`src/rtl/alu_seq_pkg.sv`:
```
// Shared types and encodings for the multicycle ALU operation sequencer.
package alu_seq_pkg;

    typedef enum logic [2:0] {
        S_IDLE   = 3'd0,
        S_FETCH  = 3'd1,
        S_DECODE = 3'd2,
        S_EXEC   = 3'd3,
        S_MEM    = 3'd4,
        S_WB     = 3'd5
    } state_t;

    localparam logic [6:0] OP_R      = 7'b0110011;
    localparam logic [6:0] OP_IMM    = 7'b0010011;
    localparam logic [6:0] OP_LOAD   = 7'b0000011;
    localparam logic [6:0] OP_STORE  = 7'b0100011;
    localparam logic [6:0] OP_BRANCH = 7'b1100011;
    localparam logic [6:0] OP_AUIPC  = 7'b0010111;

    localparam logic       A_RS1 = 1'b0;
    localparam logic       A_PC  = 1'b1;

    localparam logic [1:0] B_RS2  = 2'b00;
    localparam logic [1:0] B_IMM  = 2'b01;
    localparam logic [1:0] B_FOUR = 2'b10;

    localparam logic [1:0] ALU_ADD   = 2'b00;
    localparam logic [1:0] ALU_SUB   = 2'b01;
    localparam logic [1:0] ALU_FUNCT = 2'b10;

endpackage

```
`src/rtl/alu_op_sequencer_if.sv`:
```
// Control bundle between the sequencer and the IR / memory / datapath.
interface alu_op_sequencer_if;
    logic       run;
    logic [6:0] opcode;
    logic       mem_ready;
    logic       alu_a_sel;
    logic [1:0] alu_b_sel;
    logic [1:0] alu_op;
    logic       pc_write;
    logic       pc_write_cond;
    logic       ir_write;
    logic       mem_read;
    logic       mem_write;
    logic       reg_write;
    logic       wb_sel;
    logic       instr_done;
    logic       illegal;
    logic       bus_err;

    modport master (
        input  run, opcode, mem_ready,
        output alu_a_sel, alu_b_sel, alu_op, pc_write, pc_write_cond,
               ir_write, mem_read, mem_write, reg_write, wb_sel,
               instr_done, illegal, bus_err
    );

    modport slave (
        output run, opcode, mem_ready,
        input  alu_a_sel, alu_b_sel, alu_op, pc_write, pc_write_cond,
               ir_write, mem_read, mem_write, reg_write, wb_sel,
               instr_done, illegal, bus_err
    );
endinterface

```
`src/rtl/alu_seq_wait_timer.sv`:
```
// Counts consecutive memory wait cycles; flags the cycle that hits the limit.
module alu_seq_wait_timer #(
    parameter int WAIT_LIMIT = 16,
    parameter int CNT_W      = 5
) (
    input  logic clk,
    input  logic rst,
    input  logic i_waiting,
    input  logic i_clear,
    output logic o_expired
);
    localparam logic [CNT_W-1:0] LIM_M1 = CNT_W'(WAIT_LIMIT - 1);

    logic [CNT_W-1:0] r_cnt;

    always_ff @(posedge clk or posedge rst) begin
        if (rst) begin
            r_cnt <= '0;
        end else if (i_clear) begin
            r_cnt <= '0;
        end else if (i_waiting) begin
            r_cnt <= r_cnt + 1'b1;
        end
    end

    // The counter holds cycles already waited, so limit-1 marks the Nth one.
    assign o_expired = (WAIT_LIMIT != 0) && i_waiting && (r_cnt == LIM_M1);
endmodule

```
`src/rtl/alu_op_sequencer.sv`:
```
// Multicycle RV32I control FSM driving ALU operand muxes and core strobes.
module alu_op_sequencer
    import alu_seq_pkg::*;
#(
    parameter int WAIT_LIMIT = 16,
    parameter int CNT_W      = 5
) (
    input logic                 clk,
    input logic                 rst,
    alu_op_sequencer_if.master  ctl
);
    state_t r_state;
    logic   w_waiting;
    logic   w_expired;
    logic   w_is_load;

    assign w_is_load = (ctl.opcode == OP_LOAD);
    assign w_waiting = ((r_state == S_FETCH) || (r_state == S_MEM))
                       && !ctl.mem_ready;

    alu_seq_wait_timer #(
        .WAIT_LIMIT (WAIT_LIMIT),
        .CNT_W      (CNT_W)
    ) u_timer (
        .clk       (clk),
        .rst       (rst),
        .i_waiting (w_waiting),
        .i_clear   (!w_waiting || w_expired),
        .o_expired (w_expired)
    );

    always_ff @(posedge clk or posedge rst) begin
        if (rst) begin
            r_state <= S_IDLE;
        end else begin
            case (r_state)
                S_IDLE:   if (ctl.run) r_state <= S_FETCH;
                S_FETCH: begin
                    if (w_expired)          r_state <= S_IDLE;
                    else if (ctl.mem_ready) r_state <= S_DECODE;
                end
                S_DECODE: r_state <= S_EXEC;
                S_EXEC: begin
                    case (ctl.opcode)
                        OP_R, OP_IMM, OP_AUIPC: r_state <= S_WB;
                        OP_LOAD, OP_STORE:      r_state <= S_MEM;
                        default: r_state <= ctl.run ? S_FETCH : S_IDLE;
                    endcase
                end
                S_MEM: begin
                    if (w_expired)       r_state <= S_IDLE;
                    else if (ctl.mem_ready) begin
                        if (w_is_load)   r_state <= S_WB;
                        else r_state <= ctl.run ? S_FETCH : S_IDLE;
                    end
                end
                S_WB:     r_state <= ctl.run ? S_FETCH : S_IDLE;
                default:  r_state <= S_IDLE;
            endcase
        end
    end

    always_comb begin
        ctl.alu_a_sel     = A_RS1;
        ctl.alu_b_sel     = B_RS2;
        ctl.alu_op        = ALU_ADD;
        ctl.pc_write      = 1'b0;
        ctl.pc_write_cond = 1'b0;
        ctl.ir_write      = 1'b0;
        ctl.mem_read      = 1'b0;
        ctl.mem_write     = 1'b0;
        ctl.reg_write     = 1'b0;
        ctl.wb_sel        = 1'b0;
        ctl.instr_done    = 1'b0;
        ctl.illegal       = 1'b0;
        ctl.bus_err       = 1'b0;
        case (r_state)
            S_FETCH: begin
                if (w_expired) begin
                    ctl.bus_err = 1'b1;
                end else begin
                    ctl.mem_read  = 1'b1;
                    ctl.alu_a_sel = A_PC;
                    ctl.alu_b_sel = B_FOUR;
                    ctl.ir_write  = ctl.mem_ready;
                    ctl.pc_write  = ctl.mem_ready;
                end
            end
            S_DECODE: begin
                ctl.alu_a_sel = A_PC;
                ctl.alu_b_sel = B_IMM;
            end
            S_EXEC: begin
                case (ctl.opcode)
                    OP_R:    ctl.alu_op = ALU_FUNCT;
                    OP_IMM: begin
                        ctl.alu_b_sel = B_IMM;
                        ctl.alu_op    = ALU_FUNCT;
                    end
                    OP_LOAD, OP_STORE: ctl.alu_b_sel = B_IMM;
                    OP_BRANCH: begin
                        ctl.alu_op        = ALU_SUB;
                        ctl.pc_write_cond = 1'b1;
                        ctl.instr_done    = 1'b1;
                    end
                    OP_AUIPC: begin
                        ctl.alu_a_sel = A_PC;
                        ctl.alu_b_sel = B_IMM;
                    end
                    default: begin
                        ctl.illegal    = 1'b1;
                        ctl.instr_done = 1'b1;
                    end
                endcase
            end
            S_MEM: begin
                if (w_expired) begin
                    ctl.bus_err = 1'b1;
                end else if (w_is_load) begin
                    ctl.mem_read = 1'b1;
                end else begin
                    ctl.mem_write  = 1'b1;
                    ctl.instr_done = ctl.mem_ready;
                end
            end
            S_WB: begin
                ctl.reg_write  = 1'b1;
                ctl.wb_sel     = w_is_load;
                ctl.instr_done = 1'b1;
            end
            default: ;
        endcase
    end
endmodule
```
`src/flat_wrapper.sv`:
```
// flat-port wrapper written by rule: the top's interface ports become plain ports
module alu_op_sequencer_flat import alu_seq_pkg::*;
#(
    parameter int WAIT_LIMIT = 16,
    parameter int CNT_W      = 5
)
  (clk, rst, ctl_run, ctl_opcode, ctl_mem_ready, ctl_alu_a_sel, ctl_alu_b_sel, ctl_alu_op, ctl_pc_write, ctl_pc_write_cond, ctl_ir_write, ctl_mem_read, ctl_mem_write, ctl_reg_write, ctl_wb_sel, ctl_instr_done, ctl_illegal, ctl_bus_err);
  alu_op_sequencer_if ctl_i ();
  input logic clk;
  input logic rst;
  input wire logic [$bits(ctl_i.run)-1:0] ctl_run;
  input wire logic [$bits(ctl_i.opcode)-1:0] ctl_opcode;
  input wire logic [$bits(ctl_i.mem_ready)-1:0] ctl_mem_ready;
  output wire logic [$bits(ctl_i.alu_a_sel)-1:0] ctl_alu_a_sel;
  output wire logic [$bits(ctl_i.alu_b_sel)-1:0] ctl_alu_b_sel;
  output wire logic [$bits(ctl_i.alu_op)-1:0] ctl_alu_op;
  output wire logic [$bits(ctl_i.pc_write)-1:0] ctl_pc_write;
  output wire logic [$bits(ctl_i.pc_write_cond)-1:0] ctl_pc_write_cond;
  output wire logic [$bits(ctl_i.ir_write)-1:0] ctl_ir_write;
  output wire logic [$bits(ctl_i.mem_read)-1:0] ctl_mem_read;
  output wire logic [$bits(ctl_i.mem_write)-1:0] ctl_mem_write;
  output wire logic [$bits(ctl_i.reg_write)-1:0] ctl_reg_write;
  output wire logic [$bits(ctl_i.wb_sel)-1:0] ctl_wb_sel;
  output wire logic [$bits(ctl_i.instr_done)-1:0] ctl_instr_done;
  output wire logic [$bits(ctl_i.illegal)-1:0] ctl_illegal;
  output wire logic [$bits(ctl_i.bus_err)-1:0] ctl_bus_err;
  assign ctl_i.run = ctl_run;
  assign ctl_i.opcode = ctl_opcode;
  assign ctl_i.mem_ready = ctl_mem_ready;
  assign ctl_alu_a_sel = ctl_i.alu_a_sel;
  assign ctl_alu_b_sel = ctl_i.alu_b_sel;
  assign ctl_alu_op = ctl_i.alu_op;
  assign ctl_pc_write = ctl_i.pc_write;
  assign ctl_pc_write_cond = ctl_i.pc_write_cond;
  assign ctl_ir_write = ctl_i.ir_write;
  assign ctl_mem_read = ctl_i.mem_read;
  assign ctl_mem_write = ctl_i.mem_write;
  assign ctl_reg_write = ctl_i.reg_write;
  assign ctl_wb_sel = ctl_i.wb_sel;
  assign ctl_instr_done = ctl_i.instr_done;
  assign ctl_illegal = ctl_i.illegal;
  assign ctl_bus_err = ctl_i.bus_err;
  alu_op_sequencer #(.WAIT_LIMIT(WAIT_LIMIT), .CNT_W(CNT_W)) u_core (.clk(clk), .rst(rst), .ctl(ctl_i));
endmodule
```
`config.mk`:
```
export PLATFORM = sky130hd
export DESIGN_NAME = alu_op_sequencer_flat
export DESIGN_NICKNAME = d
export VERILOG_FILES = /design/src/rtl/alu_seq_pkg.sv /design/src/rtl/alu_op_sequencer_if.sv /design/src/rtl/alu_seq_wait_timer.sv /design/src/rtl/alu_op_sequencer.sv /design/src/flat_wrapper.sv
export SDC_FILE = /design/constraint.sdc
export NUM_CORES = 1
export LEC_CHECK = 0
export BUFFER_PORTS_ARGS = -buffer_cell sky130_fd_sc_hd__buf_2
export CAP_MARGIN = 40
export CORE_MARGIN = 3
export CORE_UTILIZATION = 53
export DETAILED_ROUTE_END_ITERATION = 6
export PLACE_DENSITY = 0.83
export SLEW_MARGIN = 20
export SYNTH_ARGS = -nofsm -noshare
export SYNTH_HDL_FRONTEND = slang
export SYNTH_HIERARCHICAL = 1
export SYNTH_SLANG_ARGS = --single-unit
```
`constraint.sdc`:
```
create_clock -name clk -period 3.6 [get_ports clk]
set_input_delay 0.36 -clock clk [delete_from_list [all_inputs] [get_ports clk]]
set_output_delay 0.36 -clock clk [all_outputs]
set_load 0.05 [all_outputs]
```
==> flow_summary_export.csv, run 1 <==
group,metric,value,unit
run_status,status,"complete, no violations",
clock_network,cts_setup_buffers,0,
routing,drc,0,
sta,fin_crit,2.91,ns
sta,fin_crit_sh,0.809,
logic_synthesis,netlist_top_cells_count,"nor2_1 (17), nand2_1 (9), dfrtp_1 (8), a21oi_1 (7), inv_1 (6)",
critical_path,crit_type,"reg2out",
sta,worst_slack,0.688,ns
finish,fin_util,0.699,
critical_path,regToRegSetupSlack,1.34,ns
clock_network,post_cts_resized,0,
placement,placed_area,911,um2
flow_run,maxCapViolCount,0,
critical_path,critPathArrivalTime,2.55,ns
floorplanning,die-area,2010,um2
critical_path,cp_common_cell,"ha_1",
routing,vias_per_cell,5.43,
sta,max_slew_margin,0.741,
logic_synthesis,yosysSeqAreaShare,0.250,
routing,vias,760,
placement,dp_cells,136,
finish,instances_no_fill,140,
floorplanning,die_y,44.8,um
sta,rsz0062_at_grt,"false",
critical_path,slowest_stage,"or4b_4",
logic_synthesis,yosysMostFrequentCell,"nor2_1",
global_routing,antenna_found_initial,0,
min_path,min-delay-path-class,"in2reg",
routing,drt_wl_total,1650,um
clock_network,cts_buffers,3,
global_routing,grt_pass1_vias,679,
logic_synthesis,synthArstFlopShare,1.00,
finish,syn2layout_area_growth,18.0,%
critical_path,crit_path_end_kind,"primary output",
power_and_ir_drop,p_leak,0.492,nW
clock_network,clk_pin_slew,0.05,ns
routing,drt_iter0_drc,10,
sta,setup_tns,0,ns
critical_path,cp_slowest_stage_delay,0.54,ns
critical_path,crit_fanout,7,
critical_path,crit_path_cell_trace,"ha_1 -> and3_1 -> ha_1 -> and2_1 -> or4b_4 -> nor2_2 -> or2_2 -> buf_2",
logic_synthesis,syn-num-nets,114,
clock_network,clock_tree.htree_level_count,1,
logic_synthesis,syn_area,800,um2
clock_network,clock_latency,0.25,ns
critical_path,cp_data_required_time,3.24,ns
floorplanning,core-area,1350,um2
global_routing,grt_pass1_wl,2810,um
logic_synthesis,syn_inst,101,
finish,final_area,943,um2
sta,finalHoldViolations,0,
finish,n_antenna_cell,0,
power_and_ir_drop,ir_drop,0.471,mV
logic_synthesis,yosysTopAreaCell,"dfrtp_1",
routing,routedWlPerCell,11.8,um
global_routing,overflow,0,
sta,slew_viol_final,0,
global_routing,grt_use_total,0.185,
placement,hpwlAfterDp,1340,um
sta,fmax,343,MHz
clock_network,cts.sink_count,8,
logic_synthesis,syn_area_per_cell,7.92,um2
routing,ant_nets,0,
power_and_ir_drop,power,0.579,mW
logic_synthesis,post-synth-top-area-fraction,0.250,
sta,finalSetupViolations,0,
placement,gp_congestion,0.830,
finish,layout-drive-gt1-share,0.336,
floorplanning,rows,13,
placement,portBuffers,25,
logic_synthesis,synth_flop_cell,"dfrtp_1",
logic_synthesis,yosysWarnings,6,
clock_network,cts_tree,"done",
logic_synthesis,synth_area_leaders,"dfrtp_1 (25%), nor2_1 (8.0%), a21oi_1 (4.4%), nand2_1 (4.2%), ha_1 (3.1%)",
logic_synthesis,synth_edf_count,0,
floorplanning,die-width,44.8,um
sta,clock_skew,0.00178,ns
logic_synthesis,ys_seq_elements,8,
sta,worstMarginPinSlew,0.386,ns
clock_network,clock-root-buffer,"clkbuf_4",
sta,whs,0.441,ns
global_routing,grt_start_max_net_pins,14,
logic_synthesis,synthDistinctLibCells,41,
floorplanning,io_pins,26,
placement,pre_cts_ws,0.958,ns
finish,nets,140,
floorplanning,initial_utilization,0.592,
critical_path,critPathLaunchType,"register",
clock_network,ctsLongestPathBuffers,2,
routing,first_pass_iters,5,
power_and_ir_drop,p_per_area,614,nW/um2
==> layer usage <==
| layer | track usage | routed length [um] | vias to the layer above |
|---|---|---|---|
| li1 | - | - | 395 |
| met1 | 0.256 | 806 | 334 |
| met2 | 0.301 | 715 | 31 |
| met3 | 0.0359 | 131 | 0 |
| met4 | 0.0351 | 0 | 0 |
| met5 | 0 | 0 | - |
==> worst max-delay path, delay by kind of cell, from the launching register on <==
kind                       cells  cell delay (ns)
buffers and inverters          1             0.25
adders and majority gates      2             0.42
DFF                            1             0.43
and+or+nand+nor                5             1.19
==> cell families after synthesis <==
group / Yosys count / share of synthesized area
buffers and inverters: 12 / 0.0782
multiplexers: 3 / 0.0454
AO/OA/AOI/OAI: 20 / 0.166
XOR/XNOR: 2 / 0.0219
adder cells (fa/ha/maj): 2 / 0.0313
flip-flops: 8 / 0.250
AND/OR/NAND/NOR: 54 / 0.407
==> cells in the final DEF, fill, tap and decap left out, types with 2 or more instances in the layout <==
| cell type | Yosys | routed |
|---|---|---|
| buf_2 | 2 | 25 |
| nand2_1 | 9 | 9 |
| nor3_1 | 5 | 5 |
| nor2b_1 | 3 | 3 |
| dfrtp_1 | 8 | 8 |
| nand2b_1 | 3 | 3 |
| a21oi_1 | 7 | 7 |
| xnor2_1 | 2 | 2 |
| nor2_1 | 17 | 17 |
| o21ai_0 | 2 | 2 |
| inv_1 | 6 | 6 |
| nand3b_1 | 2 | 2 |
| ha_1 | 2 | 2 |
| a211oi_1 | 3 | 3 |
| clkbuf_4 | 0 | 3 |
| and2_1 | 3 | 3 |
==> final timing paths <==
kind | to | depth (start not counted) | startpoint
setup reg to reg | u_core/r_state[2] | 8 | u_core/u_timer/r_cnt[0]
min in group asynchronous | u_core/r_state[2] | 3 | rst
hold / removal | u_core/r_state[2] | 2 | ctl_mem_ready
setup / recovery | ctl_mem_read | 8 | u_core/u_timer/r_cnt[0]
hold reg to reg | u_core/u_timer/r_cnt[4] | 2 | u_core/u_timer/r_cnt[4]
max in group asynchronous | u_core/u_timer/r_cnt[0] | 3 | rst
==> flip-flops by register name, summed over array words and instances (netlist names) <==
register and cells:
u_core/u_timer/r_cnt 5, u_core/r_state 3
==> final cells by class <==
class,count,area [um2]
Clock buffer,3,22.5
Sequential cell,8,200
Multi-Input combinational cell,81,537
Timing Repair Buffer,27,143
Inverter,6,22.5
Fill cell,122,407
Tap cell,15,18.8
==> power by group <==
part           internal, mW  total [mW]  leakage, nW  switching [mW]
registers             0.104       0.141        0.108          0.0373
logic                 0.109       0.371        0.370           0.262
clock network        0.0380      0.0669       0.0138          0.0289
==> repair_timing <==
action                     CTS  global route
hold endpoints to repair     3             0
hold buffers                 1             0
setup endpoints to repair    0             0
Power figures use the tool's default switching activity.
==> run 2: changes to the inputs <==
--- a/config.mk
+++ b/config.mk
@@ -7,10 +7,11 @@
 export LEC_CHECK = 0
 export BUFFER_PORTS_ARGS = -buffer_cell sky130_fd_sc_hd__buf_2
 export CAP_MARGIN = 40
+export CORE_ASPECT_RATIO = 1.4
 export CORE_MARGIN = 3
-export CORE_UTILIZATION = 53
+export CORE_UTILIZATION = 44
 export DETAILED_ROUTE_END_ITERATION = 6
-export PLACE_DENSITY = 0.83
+export PLACE_DENSITY = 0.74
 export SLEW_MARGIN = 20
 export SYNTH_ARGS = -nofsm -noshare
 export SYNTH_HDL_FRONTEND = slang
==> constraint.sdc (replaced) <==
create_clock -name clk -period 2.53 [get_ports clk]
set_input_delay 0.253 -clock clk [delete_from_list [all_inputs] [get_ports clk]]
set_output_delay 0.253 -clock clk [all_outputs]
set_load 0.05 [all_outputs]
==> run 2 against run 1 <==
  * Register-to-register slack lost 0.83 ns
  * Non-clock buffer count is 7 higher
  * Highest routed layer is now met4
  * Largest power group unchanged
  * Critical endpoint is now ctl_instr_done
  * Via count up 6.6%
  * Flip-flop and latch count unchanged
  * Hold slack got worse by 0.10 ns
  * Combinational power grew 75%
  * Clock-buffer cell count unchanged
  * Clock skew hardly changed
==> flow_summary_export.csv, run 2 (synthesis results as in run 1) <==
group,metric,value,unit
placement,hpwlAfterDp,1500,um
finish,largest_reg_flops,5,
critical_path,critPathArrivalTime,2.23,ns
clock_network,cts_buffers,3,
floorplanning,core-area,1640,um2
finish,fin_util,0.649,
critical_path,critPathLaunchType,"register",
finish,final_common_cell,"buf_2",
global_routing,grt_pass1_wl,3130,um
critical_path,r2r_start,"u_core/u_timer/r_cnt[1]",
routing,routedWlPerCell,12.2,um
finish,n_antenna_cell,0,
min_path,min_from,"ctl_mem_ready",
placement,gp_congestion,0.828,
floorplanning,die_y,56.4,um
critical_path,cp_data_required_time,2.28,ns
critical_path,crit_fanout,3,
global_routing,overflow,0,
global_routing,grt_pass1_vias,789,
sta,max_slew_margin,0.728,
run_status,status,"complete, no violations",
min_path,hold_path_end,"u_core/r_state[2]",
sta,fin_crit,2.48,ns
clock_network,clock_tree.htree_level_count,1,
clock_network,clock_latency,0.25,ns
sta,rsz0062_at_grt,"true",
finish,final_area,1060,um2
critical_path,regToRegSetupSlack,0.51,ns
placement,dp_cells,144,
critical_path,timing.rr.end,"u_core/r_state[2]",
finish,syn2layout_area_growth,32.9,%
placement,portBuffers,25,
clock_network,clk_pin_slew,0.05,ns
critical_path,cp_common_cell,"ha_2",
sta,worstMarginPinSlew,0.404,ns
routing,wl_met1,687,um
routing,drt_wl_total,1840,um
finish,nets,147,
finish,seqCellArea,200,um2
routing,ant_nets,0,
critical_path,crit_type,"reg2out",
finish,regMostFlops,"u_core/u_timer/r_cnt",
power_and_ir_drop,ir_drop,0.555,mV
floorplanning,initial_utilization,0.488,
critical_path,slowest_stage,"or4b_4",
global_routing,grt_use_total,0.167,
critical_path,cp_slowest_stage_delay,0.53,ns
routing,drt_iter0_drc,5,
routing,drc,0,
critical_path,crit_path_end_kind,"primary output",
placement,placed_area,977,um2
critical_path,reg2regPathDepth,9,
finish,fill_cells,150,
min_path,whs_path_depth,2,
finish,reg.largest.list,"u_core/u_timer/r_cnt x5, u_core/r_state x3",
sta,finalSetupViolations,0,
clock_network,ctsLongestPathBuffers,2,
finish,instances_no_fill,151,
routing,vias_per_cell,5.36,
sta,slew_viol_final,0,
critical_path,crit_path_cell_trace,"ha_2 -> and3_4 -> ha_2 -> and2_4 -> or4b_4 -> nor2b_4 -> a21oi_2 -> nand2_4 -> buf_8",
routing,vias,810,
global_routing,antenna_found_initial,0,
finish,multi_input_area,582,um2
power_and_ir_drop,p_leak,0.535,nW
floorplanning,die-area,2370,um2
critical_path,worstPathBufferInverterCount,1,
clock_network,cts_tree,"done",
routing,wl_met3,81,um
routing,dr_wl_met2,1040,um
floorplanning,io_pins,26,
sta,setup_tns,0,ns
global_routing,grt_start_max_net_pins,13,
critical_path,critPathTopFamily,"simple AND/OR/NAND/NOR gates",
floorplanning,rows,17,
sta,fmax,403,MHz
min_path,min-delay-path-class,"in2reg",
routing,first_pass_iters,4,
routing,dr.max_layer_used,"met4",
clock_network,clock-root-buffer,"clkbuf_4",
floorplanning,die-width,42.0,um
finish,layout-drive-gt1-share,0.432,
finish,layout_common_cells,"buf_2 (23), nor2_1 (17), nand2_1 (8), buf_4 (8), dfrtp_1 (8)",
power_and_ir_drop,p_per_area,853,nW/um2
clock_network,cts.sink_count,8,
sta,finalHoldViolations,0,
sta,clock_skew,0.00226,ns
sta,fin_crit_sh,0.981,
flow_run,maxCapViolCount,0,
[run 2: per-layer routing]
layer / track usage / vias to the layer above
li1: - / 414
met1: 0.168 / 373
met2: 0.325 / 19
met3: 0.0128 / 4
met4: 0.0933 / 0
met5: 0 / -
[run 2: cell type report]
cell class	count	area share
Tap cell	19	0.0224
Sequential cell	8	0.188
Clock buffer	3	0.0212
Inverter	6	0.0212
Multi-Input combinational cell	81	0.548
Timing Repair Buffer	34	0.199
[run 2: timing repair]
| item | CTS | global route |
|---|---|---|
| endpoints found under the setup margin | 3 | 3 |
| buffers inserted | 3 | 0 |
| hold buffers | 1 | 0 |
| hold endpoints to repair | 8 | 0 |
| pin swaps | 3 | 2 |
| gates resized for setup | 9 | 0 |
[run 2: how the worst max path moves through the flow]
stage | from | to | slack, ns | depth (start not counted)
finish | u_core/u_timer/r_cnt[1] | ctl_instr_done | 0.05 | 9
global route | u_core/u_timer/r_cnt[1] | ctl_instr_done | -0.04 | 9
CTS | u_core/u_timer/r_cnt[1] | ctl_instr_done | 0.006 | 9
detailed placement | u_core/u_timer/r_cnt[0] | ctl_mem_read | 0.08 | 8
global placement | u_core/u_timer/r_cnt[0] | ctl_mem_read | 0.14 | 8
floorplan | u_core/r_state[0] | ctl_instr_done | 0.01 | 9
[run 2: per-stage QoR]
stage / total power, mW / hold slack (ns) / setup slack, ns
after floorplan: 0.667 / 0.00664 / 0.0115
after global placement: 0.778 / 0.131 / 0.143
after detailed placement: 0.785 / 0.132 / 0.0751
after CTS: 0.915 / 0.322 / 0.00591
after global routing: 0.970 / 0.332 / -0.0415
final: 0.906 / 0.339 / 0.0481
[run 2: where the power goes]
group          switching, mW  internal, mW  total [mW]
Sequential            0.0153         0.149       0.164
Combinational          0.434         0.218       0.651
Clock                 0.0367        0.0538      0.0905
==> run 3: changes to the inputs <==
--- a/config.mk
+++ b/config.mk
@@ -5,9 +5,9 @@
 export SDC_FILE = /design/constraint.sdc
 export NUM_CORES = 1
 export LEC_CHECK = 0
+export ABC_AREA = 1
 export BUFFER_PORTS_ARGS = -buffer_cell sky130_fd_sc_hd__buf_2
 export CAP_MARGIN = 40
-export CORE_ASPECT_RATIO = 1.4
 export CORE_MARGIN = 3
 export CORE_UTILIZATION = 44
 export DETAILED_ROUTE_END_ITERATION = 6
==> run 3 against run 2 <==
  * Flip-flop and latch count unchanged
  * Core utilization shrank 4.9 points
  * Die area shrank 3.3%
  * Sequential share of layout area rose by 2.3 points
  * Clock skew down 0.0014 ns
  * Sequential power grew 9.8%
  * Setup slack improved by 0.12 ns
  * Clock power up 2.3%
  * Final area shrank 11%
  * Hold slack improved by 0.055 ns
  * Critical endpoint is now ctl_alu_a_sel
==> flow_summary_export.csv, run 3 <==
group,metric,value,unit
run_status,status,"complete, no violations",
sta,fmax,424,MHz
floorplanning,initial_utilization,0.490,
power_and_ir_drop,ir_drop,0.436,mV
min_path,min-delay-path-class,"in2reg",
logic_synthesis,yosysMostFrequentCell,"nand2_1",
power_and_ir_drop,power,0.827,mW
floorplanning,die_y,47.9,um
logic_synthesis,syn_area_per_cell,6.38,um2
sta,slew_viol_final,0,
global_routing,antenna_found_initial,0,
clock_network,clock-root-buffer,"clkbuf_4",
floorplanning,io_pins,26,
critical_path,critPathTopFamily,"simple AND/OR/NAND/NOR gates",
sta,clock_skew,0.000808,ns
sta,worstMarginPinSlew,0.288,ns
power_and_ir_drop,combPwrFrac,0.670,
logic_synthesis,synth_flop_cell,"dfrtp_1",
clock_network,cts.sink_count,8,
sta,setup_tns,0,ns
floorplanning,die-width,47.9,um
logic_synthesis,yosysTopAreaCell,"dfrtp_1",
power_and_ir_drop,pwr-share-seq,0.218,
logic_synthesis,synth_edf_count,0,
placement,gp_congestion,0.884,
finish,regMostFlops,"u_core/u_timer/r_cnt",
power_and_ir_drop,clock_power_share,0.112,
routing,drc,0,
logic_synthesis,yosysWarnings,6,
critical_path,worstPathBufferInverterCount,5,
clock_network,cts_buffers,3,
global_routing,grt_use_total,0.174,
logic_synthesis,syn_area,772,um2
logic_synthesis,post-synth-top-area-fraction,0.259,
finish,n_antenna_cell,0,
power_and_ir_drop,p_leak,0.560,nW
critical_path,cp_common_cell,"inv_1",
placement,hpwlAfterDp,1490,um
critical_path,cp_data_required_time,2.28,ns
global_routing,overflow,0,
finish,layout_common_cells,"nand2_1 (31), buf_2 (25), inv_1 (22)",
logic_synthesis,netlist_top_cells_count,"nand2_1 (31), inv_1 (22), nor2_1 (15), dfrtp_1 (8), nand3_1 (8)",
routing,first_pass_iters,4,
sta,rsz0062_at_grt,"false",
routing,drt_wl_total,1700,um
logic_synthesis,synthArstFlopShare,1.00,
logic_synthesis,yosysSeqAreaShare,0.259,
critical_path,cp_slowest_stage_delay,0.46,ns
critical_path,slowest_stage,"dfrtp_1",
clock_network,cts_tree,"done",
logic_synthesis,syn-num-nets,134,
sta,fin_crit_sh,0.933,
critical_path,crit_path_cell_trace,"nor2_2 -> nand2_2 -> inv_2 -> nor2_1 -> nor2_1 -> nand2_1 -> inv_1 -> inv_1 -> nand2_2 -> inv_1 -> a31oi_1 -> o21ai_1 -> buf_2",
critical_path,crit_type,"reg2out",
routing,routedWlPerCell,10.3,um
routing,vias,810,
critical_path,crit_fanout,6,
sta,fin_crit,2.36,ns
routing,vias_per_cell,4.91,
critical_path,critPathArrivalTime,2.11,ns
logic_synthesis,ys_seq_elements,8,
finish,reg.largest.list,"u_core/u_timer/r_cnt x5, u_core/r_state x3",
clock_network,clk_pin_slew,0.05,ns
flow_run,maxCapViolCount,0,
routing,ant_nets,0,
finish,largest_reg_flops,5,
clock_network,clock_tree.htree_level_count,1,
power_and_ir_drop,power_switching,0.481,mW
floorplanning,die-area,2290,um2
critical_path,critPathLaunchType,"register",
placement,portBuffers,25,
power_and_ir_drop,p_sw_frac,0.582,
power_and_ir_drop,p_per_area,875,nW/um2
sta,max_slew_margin,0.808,
logic_synthesis,synthDistinctLibCells,20,
floorplanning,core-area,1580,um2
finish,layout-drive-gt1-share,0.336,
finish,fin_util,0.599,
routing,drt_iter0_drc,12,
finish,syn2layout_area_growth,22.4,%
global_routing,grt_start_max_net_pins,7,
finish,final_common_cell,"nand2_1",
finish,nets,164,
power_and_ir_drop,p_int,0.346,mW
critical_path,crit_path_end_kind,"primary output",
sta,finalSetupViolations,0,
floorplanning,rows,14,
clock_network,ctsLongestPathBuffers,2,
sta,finalHoldViolations,0,
global_routing,grt_pass1_wl,2750,um
global_routing,grt_pass1_vias,656,
clock_network,clock_latency,0.24,ns
logic_synthesis,synth_area_leaders,"dfrtp_1 (26%), nand2_1 (15%), inv_1 (11%), nor2_1 (7.3%), nand3_2 (6.5%)",
logic_synthesis,syn_inst,121,
run 3: cell count changes in the layout (fill, tap and decap cells not counted), moves of 4 or more:
cell     change
nor2_2       +5
inv_1       +16
nand3_2      +5
nand3_1      +8
buf_4        -7
nand2_1     +23
a21oi_1      -4
run 3: power groups by stage:
| stage | registers (mW) | logic, mW | clock network (mW) |
|---|---|---|---|
| finish | 0.180 | 0.554 | 0.0926 |
| CTS | 0.181 | 0.558 | 0.0969 |
| detailed placement | 0.183 | 0.556 | 0 |
| global placement | 0.180 | 0.551 | 0 |
| floorplan | 0.176 | 0.451 | 0 |
| global route | 0.184 | 0.601 | 0.107 |
run 3: worst paths after layout:
check | to | cells past startpoint | slack, ns | from
setup / recovery | ctl_alu_a_sel | 13 | 0.17 | u_core/r_state[1]
hold / removal | u_core/r_state[2] | 4 | 0.39 | ctl_mem_ready
setup reg to reg | u_core/u_timer/r_cnt[3] | 16 | 0.56 | u_core/r_state[1]
hold reg to reg | u_core/u_timer/r_cnt[1] | 2 | 0.50 | u_core/u_timer/r_cnt[1]
max in group asynchronous | u_core/u_timer/r_cnt[3] | 3 | 1.89 | rst
min in group asynchronous | u_core/r_state[2] | 3 | 0.44 | rst
run 3: layout make-up:
| type | count | area (um2) |
|---|---|---|
| Fill cell | 157 | 632 |
| Sequential cell | 8 | 200 |
| Tap cell | 16 | 20.0 |
| Clock buffer | 3 | 22.5 |
| Inverter | 25 | 93.8 |
| Multi-Input combinational cell | 86 | 465 |
| Timing Repair Buffer | 27 | 143 |
run 3: timing repair:
item / CTS / global route
hold endpoints to repair: 8 / 0
gates resized for setup: 0 / 0
hold buffers: 1 / 0
setup buffers: 0 / 0
run 3: cells by family (layout without fill, tap and decap cells):
family                   after synthesis  after routing  synth area share
AND/OR/NAND/NOR                       74             74             0.491
AO/OA/AOI/OAI                         10             10            0.0762
flip-flops                             8              8             0.259
adder cells (fa/ha/maj)                2              2            0.0324
buffers and inverters                 27             55             0.141
run 3: worst reg2reg max path, cell delays in order, from the launching register on:
cell	delay [ns]
dfrtp_1	0.47
nor2_2	0.11
nand2_2	0.07
inv_2	0.04
nor2_1	0.13
nor2_1	0.07
nand2_1	0.06
inv_1	0.04
inv_1	0.16
nand3_2	0.14
nand2_1	0.08
inv_1	0.05
nor2_2	0.20
nor2_4	0.06
nand3_2	0.05
nand2_1	0.04
nor2_1	0.11
run 3: metrics by stage:
stage          setup WS [ns]  cell area [um2]  hold WS [ns]  instances
5_1_grt              0.00989              945         0.401        165
6_report               0.171              945         0.394        165
3_5_place_dp           0.434              912         0.137        161
3_3_place_gp           0.452              912         0.133        161
4_1_cts                0.158              945         0.392        165
2_1_floorplan         0.0405              774       0.00664        121
run 3: per-layer routing:
layer	routed length (um)	global-route usage	vias up
met5	0	0	-
met1	853	0.249	351
met3	67	0.0338	2
li1	-	-	433
met4	19	0.0968	0
met2	758	0.240	24
